`config.mk`:
```
export PLATFORM = sky130hd
export DESIGN_NAME = stage_fetch_decode_pt1_queue
export DESIGN_NICKNAME = d
export VERILOG_FILES = /design/src/rtl/stage_fetch_decode_pt1_queue_pkg.sv /design/src/rtl/fetch_queue_mem.sv /design/src/rtl/stage_fetch_decode_pt1_queue.sv
export VERILOG_INCLUDE_DIRS = /design/src /design/src/rtl
export SDC_FILE = /design/constraint.sdc
export NUM_CORES = 1
export LEC_CHECK = 0
export ABC_AREA = 0
export BUFFER_PORTS_ARGS = -buffer_cell sky130_fd_sc_hd__clkbuf_2
export CAP_MARGIN = 20
export CORE_ASPECT_RATIO = 1.4
export CORE_MARGIN = 5
export CORE_UTILIZATION = 61
export CTS_CLUSTER_DIAMETER = 80
export DETAILED_ROUTE_END_ITERATION = 6
export PLACE_DENSITY_LB_ADDON = 0.08
export SETUP_SLACK_MARGIN = 0.05
export SLEW_MARGIN = 20
export SYNTH_ARGS = -nofsm -noshare
export SYNTH_HDL_FRONTEND = slang
export SYNTH_HIERARCHICAL = 1
export SYNTH_SLANG_ARGS = --single-unit
```
`constraint.sdc`:
```
create_clock -name clk -period 13 [get_ports clk]
set_clock_uncertainty 0.1 [all_clocks]
set_input_delay 2.6 -clock clk [delete_from_list [all_inputs] [get_ports clk]]
set_output_delay 2.6 -clock clk [all_outputs]
set_load 0.1 [all_outputs]
```
`src/rtl/defines_cpu.vh`:
```
// rtl/defines_cpu.vh - shared CPU bus widths, codes and polarity constants
`ifndef DEFINES_CPU_VH
`define DEFINES_CPU_VH

`define ADDR_BUS          31:0
`define INST_BUS          31:0
`define EXCEPT_BUS        4:0
`define STALL_MODULE_BUS  1:0
`define EXC_NON           5'h00
`define ZERO_32           32'h0000_0000
`define RSTN_ENABLE       1'b0
`define TRUE_V            1'b1
`define FALSE_V           1'b0

`define FQ_DEPTH          4
`define FQ_PTR_BUS        1:0

`endif

```
`src/rtl/stage_fetch_decode_pt1_queue_pkg.sv`:
```
// rtl/stage_fetch_decode_pt1_queue_pkg.sv - entry type and helpers for the fetch/decode queue
`include "defines_cpu.vh"

package stage_fetch_decode_pt1_queue_pkg;

  typedef struct packed {
    logic [`ADDR_BUS]   pc;
    logic [`INST_BUS]   inst;
    logic [`EXCEPT_BUS] except;
  } fq_entry_t;

  // Value presented to decode when nothing valid is at the head.
  localparam fq_entry_t FQ_EMPTY = '{pc: `ZERO_32, inst: `ZERO_32, except: `EXC_NON};

  function automatic fq_entry_t fq_pack(input logic [`ADDR_BUS]   pc,
                                        input logic [`INST_BUS]   inst,
                                        input logic [`EXCEPT_BUS] except);
    fq_entry_t e;
    e.pc     = pc;
    e.inst   = inst;
    e.except = except;
    return e;
  endfunction

endpackage

```
`src/rtl/fetch_queue_mem.sv`:
```
// rtl/fetch_queue_mem.sv - DEPTH-entry register array, one write port, one async read port
`include "defines_cpu.vh"

module fetch_queue_mem
  import stage_fetch_decode_pt1_queue_pkg::*;
#(
  parameter int DEPTH = `FQ_DEPTH,
  parameter int PTR_W = 2
) (
  input  logic             clk,
  input  logic             we_i,
  input  logic [PTR_W-1:0] waddr_i,
  input  fq_entry_t        wdata_i,
  input  logic [PTR_W-1:0] raddr_i,
  output fq_entry_t        rdata_o
);

  fq_entry_t mem_q [DEPTH];

  // Storage is not reset; pointer/count state decides which entries are meaningful.
  always_ff @(posedge clk) begin
    if (we_i) begin
      mem_q[waddr_i] <= wdata_i;
    end
  end

  assign rdata_o = mem_q[raddr_i];

endmodule

```
`src/rtl/stage_fetch_decode_pt1_queue.sv`:
```
// rtl/stage_fetch_decode_pt1_queue.sv - fetch-to-decode-pt1 instruction queue (optional FE_QUEUE_BYPASS_EN)
`include "defines_cpu.vh"

module stage_fetch_decode_pt1_queue
  import stage_fetch_decode_pt1_queue_pkg::*;
#(
  parameter int DEPTH = `FQ_DEPTH,
  parameter int PTR_W = 2
) (
  input  logic                     clk,
  input  logic                     resetn,
  input  logic                     flush,
  input  logic [`STALL_MODULE_BUS] stall_fe_de,
  input  logic                     fetch_valid,
  input  logic [`ADDR_BUS]         fetch_pc,
  input  logic [`INST_BUS]         fetch_inst,
  input  logic [`EXCEPT_BUS]       fetch_except,
  output logic                     queue_ready,
  output logic                     inst_valid_dept1,
  output logic [`ADDR_BUS]         pc_de_pt1,
  output logic [`INST_BUS]         inst_dept1,
  output logic [`EXCEPT_BUS]       except_type_dept1
);

  localparam logic [PTR_W:0] FULL_CNT = DEPTH[PTR_W:0];

  logic [PTR_W-1:0] rd_ptr_q, rd_ptr_d;
  logic [PTR_W-1:0] wr_ptr_q, wr_ptr_d;
  logic [PTR_W:0]   count_q, count_d;
  logic             push, pop, bypass, clear;
  fq_entry_t        fetch_entry, head_entry, out_entry;

  // Only stall_fe_de[1] gates the head; the downstream register handles its own bubble.
  logic unused_stall_lo;
  assign unused_stall_lo = stall_fe_de[0];

  assign clear       = (resetn == `RSTN_ENABLE) || (flush == `TRUE_V);
  assign fetch_entry = fq_pack(fetch_pc, fetch_inst, fetch_except);
  assign queue_ready = (count_q != FULL_CNT);

`ifdef FE_QUEUE_BYPASS_EN
  // Empty and unstalled: hand the fetched entry straight to decode without storing it.
  assign bypass = (count_q == '0) && fetch_valid && (stall_fe_de[1] == `FALSE_V) && !clear;
`else
  assign bypass = 1'b0;
`endif

  assign push = fetch_valid && queue_ready && !bypass;
  assign pop  = (count_q != '0) && (stall_fe_de[1] == `FALSE_V);

  fetch_queue_mem #(
    .DEPTH (DEPTH),
    .PTR_W (PTR_W)
  ) u_mem (
    .clk     (clk),
    .we_i    (push && !clear),
    .waddr_i (wr_ptr_q),
    .wdata_i (fetch_entry),
    .raddr_i (rd_ptr_q),
    .rdata_o (head_entry)
  );

  // Next pointers and occupancy; simultaneous push and pop leave count unchanged.
  always_comb begin
    rd_ptr_d = rd_ptr_q;
    wr_ptr_d = wr_ptr_q;
    count_d  = count_q;
    if (push) wr_ptr_d = wr_ptr_q + 1'b1;
    if (pop)  rd_ptr_d = rd_ptr_q + 1'b1;
    case ({push, pop})
      2'b10:   count_d = count_q + 1'b1;
      2'b01:   count_d = count_q - 1'b1;
      default: count_d = count_q;
    endcase
  end

  // Reset or flush empties the queue and discards any same-cycle push.
  always_ff @(posedge clk) begin
    if (clear) begin
      rd_ptr_q <= '0;
      wr_ptr_q <= '0;
      count_q  <= '0;
    end else begin
      rd_ptr_q <= rd_ptr_d;
      wr_ptr_q <= wr_ptr_d;
      count_q  <= count_d;
    end
  end

  // Head presentation: bypassed fetch, stored head, or the empty pattern.
  always_comb begin
    out_entry        = FQ_EMPTY;
    inst_valid_dept1 = 1'b0;
    if (bypass) begin
      out_entry        = fetch_entry;
      inst_valid_dept1 = 1'b1;
    end else if (count_q != '0) begin
      out_entry        = head_entry;
      inst_valid_dept1 = 1'b1;
    end
  end

  assign pc_de_pt1         = out_entry.pc;
  assign inst_dept1        = out_entry.inst;
  assign except_type_dept1 = out_entry.except;

endmodule

```
# Word-level counts from Yosys, hierarchy flattened
# Memories as Yosys holds them, arrays and structs flattened. A register that Yosys moved wholly into a read port is not among the register bits.
# Cells that the tools add are included.
[op_classes]
add_sub_neg = 4
n_eq_ne = 3
mux = 7
bitwise_logic = 2
reduce_logical = 7
[op_table]
columns = ["cell", "n"]
rows = [
  ["$mux 69", 1],
  ["$pmux 3 s2", 1],
  ["$add 2x1->2 const B", 2],
  ["$mux 2", 2],
  ["$add 3x1->3 const B", 1],
  ["$logic_and 1x1->1", 3],
  ["$mux 1", 3],
  ["$ne 3x3->1 const B", 1],
  ["$reduce_bool 3->1", 1],
  ["$sub 3x1->3 const B", 1],
  ["$eq 2x1->1 const B", 1],
  ["$eq 2x2->1 const B", 1],
  ["$not 1->1", 2],
  ["$reduce_bool 2->1", 1],
  ["$logic_not 1->1", 1],
  ["$logic_or 1x1->1", 1],
]
[word_totals]
ff_bits = 7
ramBits = 276
in_bits = 75
out_inout_bits = 71
elab_cells = 27
memories = 1
[memory_table]
columns = ["name", "words", "word_bits", "rd", "rd_clocked_by_memory_dff", "write_ports", "line", "text"]
rows = [
  ["u_mem.mem_q", 4, 69, 1, 1, 1, "fetch_queue_mem.sv:18", "fq_entry_t mem_q [DEPTH];"],
]

# Depth between registers and ports, before layout
[depth]
ltp_word = 6
ltp_mapped = 9
depth_no_buf = 9

# Modules after synthesis
# The synthesis kept the hierarchy.
[modules_own_cells]
columns = ["mod", "instances", "cells_each", "area_per_inst_um2", "seq_area_each_um2"]
rows = [
  ["fetch_queue_mem", 1, 365, 9995.8, 8287.9],
  ["stage_fetch_decode_pt1_queue", 1, 122, 842.1, 140.1],
]

# Worst setup path after synthesis
# OpenSTA, ideal clock, no wires.
[synth_path]
path_type = "input port to flip-flop"
from = "input flush"
to = "memory u_mem/mem_q[0][0] in the netlist's numbering (enable)"
setup_ns = 0.595
arrival_ns = 8.086
required_ns = 12.305
slack_ns = 4.219
cell_stages = 4
n_path_buf = 1
cell_sequence = "nand2b_1 clkbuf_2 nor2_1 nor3b_1"
[synth_via]
elab_chain_cells = 5
[synth_lines]
columns = ["element", "line", "text"]
rows = [
  ["start, declared", "stage_fetch_decode_pt1_queue.sv:12", "input logic flush,"],
  ["$logic_or 1x1->1", "stage_fetch_decode_pt1_queue.sv:37", "assign clear = (resetn == `RSTN_ENABLE) || (flush == `TRUE_V);"],
  ["$logic_not 1->1", "stage_fetch_decode_pt1_queue.sv:56", ".we_i (push && !clear),"],
  ["$logic_and 1x1->1", "stage_fetch_decode_pt1_queue.sv:56", ""],
  ["$mux 1", "fetch_queue_mem.sv:22", "if (we_i) begin"],
  ["$mux 1 (implied by the code)", "fetch_queue_mem.sv:23", "mem_q[waddr_i] <= wdata_i;"],
  ["end, declared", "fetch_queue_mem.sv:18", ""],
]
# Every way passes these cells.

==> key figures <==
Outcome
  • Status: finished, final reports clean

Final layout
  • Final instance area: ~13000 um2
  • Finished Layout Cells: ~900
  • Synthesis-to-finish area growth: 15.7%
  • Most common cell after layout, fill and taps aside: edfxtp_1
  • Nets: 716
  • # fillers: 1115
  • FF+latch area: roughly 8400 um2
  • Layout cells sized above 1: about two fifths
  • Leading cell types in the layout, fill and taps excluded: edfxtp_1, clkbuf_2, and2_1, mux4_2, clkbuf_16
  • ANT cells: 0
  • Multi-input gate area: roughly 2200 um2

Setup path
  • Worst Path Required: between 10 and 15 ns
  • Reg2reg start: count_q[0]
  • CP bufs+invs: 2
  • Crit Path Max Fanout: around 40
  • Setup crit end kind: output pin
  • Startpoint types: flip-flop
  • FF-to-FF setup slack: 10.36 ns
  • CP max stage delay: ~0.75 ns
  • Worst reg2reg endpoint: u_mem/mem_q[2][7]
  • Depth of the most critical reg-to-reg path: 6
  • Cell family with most CP delay: buffers and inverters
  • CP Cell Sequence: buf_4, mux4_2, and2_1, clkbuf_2
  • Critical path class: reg -> out
  • Worst Path Arrival: 3.19 ns
  • Slowest-stage cell, CP: buf_4

CTS
  • H-tree depth: 1
  • Clock Tree Root: clkbuf_16
  • Clock sink count: between 200 and 300
  • Register clock-pin slew on the reported worst setup and hold paths: 0.06 ns
  • Total CTS buffers: 25
  • Postcts setup bufs: 0
  • Worst-skew pair later-pin latency: roughly 0.50 ns
  • Clk buf depth: 3
  • Post-cts gate resize count: 0
  • Hold buffers post-CTS: 0
  • TritonCTS clock tree: done

STA
  • Slew margin rel.: between 20% and 30%
  • Worst-Margin Slew: ~1.1 ns
  • Min Tclk post-route: around 5.9 ns
  • Fin Hold WS: between 0.4 and 0.5 ns
  • Setup Viol. Count Final: 0
  • Final hold vios: 0
  • RSZ-0062 raised after global routing: no
  • Fmax: 170 MHz
  • Setup TNS: 0 ns
  • Slew Viols, Final: 0
  • Final Cycle Share: a little under half

Yosys
  • Synth Area in Adders: 0.300%
  • EDFF count, synth: 276
  • Yosys cell types: 31
  • Area of the mapped netlist: between 10000 and 15000 um2
  • Synth top area share: 76.5%
  • XOR/XNOR Fraction of Synth Area: 0.162%
  • Cell taking the most area after synthesis: edfxtp_1
  • Synth Flop Type: edfxtp_1
  • Largest family of logic cells by synthesized area: multiplexers
  • Mapped Cells: approximately 490
  • Seq/Total Area, Yosys: 77.8%
  • Post-synthesis mux area share: 14.3%
  • Synthesized area per cell: about 22 um2
  • Synth area leaders: edfxtp_1, mux4_2, and2_1
  • Mapped Nets: ~560
  • Post-Synth Simple-Gate Area: ~5.3%
  • Synth async-reset ratio: 0%
  • #FFs+latches synth: approximately 280
  • Compound-Gate Fraction of Synth Area: less than 1%
  • Synth warnings: 6

Routing
  • Drt drc: 0
  • Post-DR vias/cell: 5.69
  • Final wirelength: 18800 um
  • Vias: 5061
  • Drt pass-1 iters: 4
  • Avg WL per Cell: approximately 21 um
  • Antenna Nets Post-Route: 0
  • Initial drt markers: between 300 and 400

Hold path
  • Min-delay worst type: reg -> reg
  • Min-Delay Startpoint: count_q[2]
  • Hold Crit Depth: 2
  • WHS Endpoint: count_q[2]

Placed design
  • Placed Area: around 12000 um2
  • Placed Cells: about 850
  • Buffers on Ports: around 140
  • DP Wirelength: roughly 11000 um
  • GPL Wtd Cong: about 0.74

Global routing
  • Largest net degree at the start of global routing: about 70
  • Gr usage total: between 10% and 20%
  • Overflow after GRT: 0
  • Initial antenna violation count: 0
  • First-pass GRT wire length: about 30000 um
  • Vias in the first global route: 5651

Floorplan
  • Die area: around 21000 um2
  • IO Pins: approximately 150
  • Initial Utilization: about 62%
  • Die width: 123 um
  • Row count: 57
  • Die Ht: between 150 and 200 um
  • Core area: approximately 17000 um2

Job
  • Max Cap Viol: 0

Pwr
  • Maximum VDD drop: between 100 and 150 uV
  • Tot Pwr: roughly 1.9 mW
  • Pwr Density: ~150 nW/um2
  • Leakage power: 4.23 nW
[cell type report]
type / instances / share of cell area (%)
clock buffers: 28 / 5.08
well taps: 236 / 2.36
multi-input cells: 174 / 17.9
clock inverters: 13 / 1.08
inverters: 6 / 0.200
flip-flops and latches: 283 / 67.3
repair buffers: 149 / 6.05
[worst min-delay path: cells and delay by family, from the launching register on]
family          cells  cell delay, ns
compound gates      2            0.15
flops               1            0.35
[synthesized netlist by cell type, types with 2 or more instances]
master,number
inv_1,5
a21oi_1,5
or3_1,3
edfxtp_1,276
nand2_1,3
o21ai_0,4
dfxtp_1,7
buf_2,4
clkbuf_1,11
buf_4,5
mux4_2,69
buf_12,2
and2_1,69
nor2_1,5
xor2_1,2
and3b_1,2
[stage by stage]
step           worst slack (ns)  util, %
2_1_floorplan              4.22        -
3_3_place_gp               7.52     67.6
3_5_place_dp               7.51     67.6
4_1_cts                    6.94     72.0
5_1_grt                    6.79     72.0
6_report                   7.11     72.0
[registers in the layout, summed over array words and instances (netlist names)]
signal	cells
u_mem/mem_q	276
count_q	3
rd_ptr_q	2
wr_ptr_q	2
[kinds of logic (layout without fill, tap and decap cells)]
| logic type | after synthesis | after routing |
|---|---|---|
| buffers and inverters | 30 | 196 |
| xor gates and xnor gates | 2 | 2 |
| DFF | 283 | 283 |
| muxes | 69 | 69 |
| adders and majority gates | 2 | 2 |
| AOI/OAI and AO/OA | 10 | 10 |
| and+or+nand+nor | 91 | 91 |
[metal layers]
| layer | routed length (um) | GRT usage [%] | part of all wire [%] |
|---|---|---|---|
| met1 | 6940 | 22.5 | 37 |
| met2 | 10400 | 35.1 | 55 |
| met3 | 1220 | 4.08 | 6.5 |
| met4 | 289 | 4.48 | 1.5 |
| met5 | 0 | 0 | 0 |
[worst max path at each step]
stage	startpoint	end	slack (ns)	depth (start not counted)
floorplan	flush	u_mem/mem_q[0][0]	4.22	4
detailed placement	rd_ptr_q[0]	pc_de_pt1[2]	7.51	4
global placement	rd_ptr_q[0]	pc_de_pt1[12]	7.52	4
global route	rd_ptr_q[0]	inst_dept1[23]	6.79	4
CTS	rd_ptr_q[0]	inst_dept1[23]	6.94	4
finish	rd_ptr_q[0]	inst_dept1[23]	7.11	4
[report_power, final]
part           internal [mW]  total [mW]  switching (mW)
Combinational         0.0366       0.175           0.138
Sequential              1.01        1.01         0.00429
Clock                  0.408       0.697           0.290
Total                   1.45        1.89           0.432
Note: power is estimated with default switching activity, not from simulation.
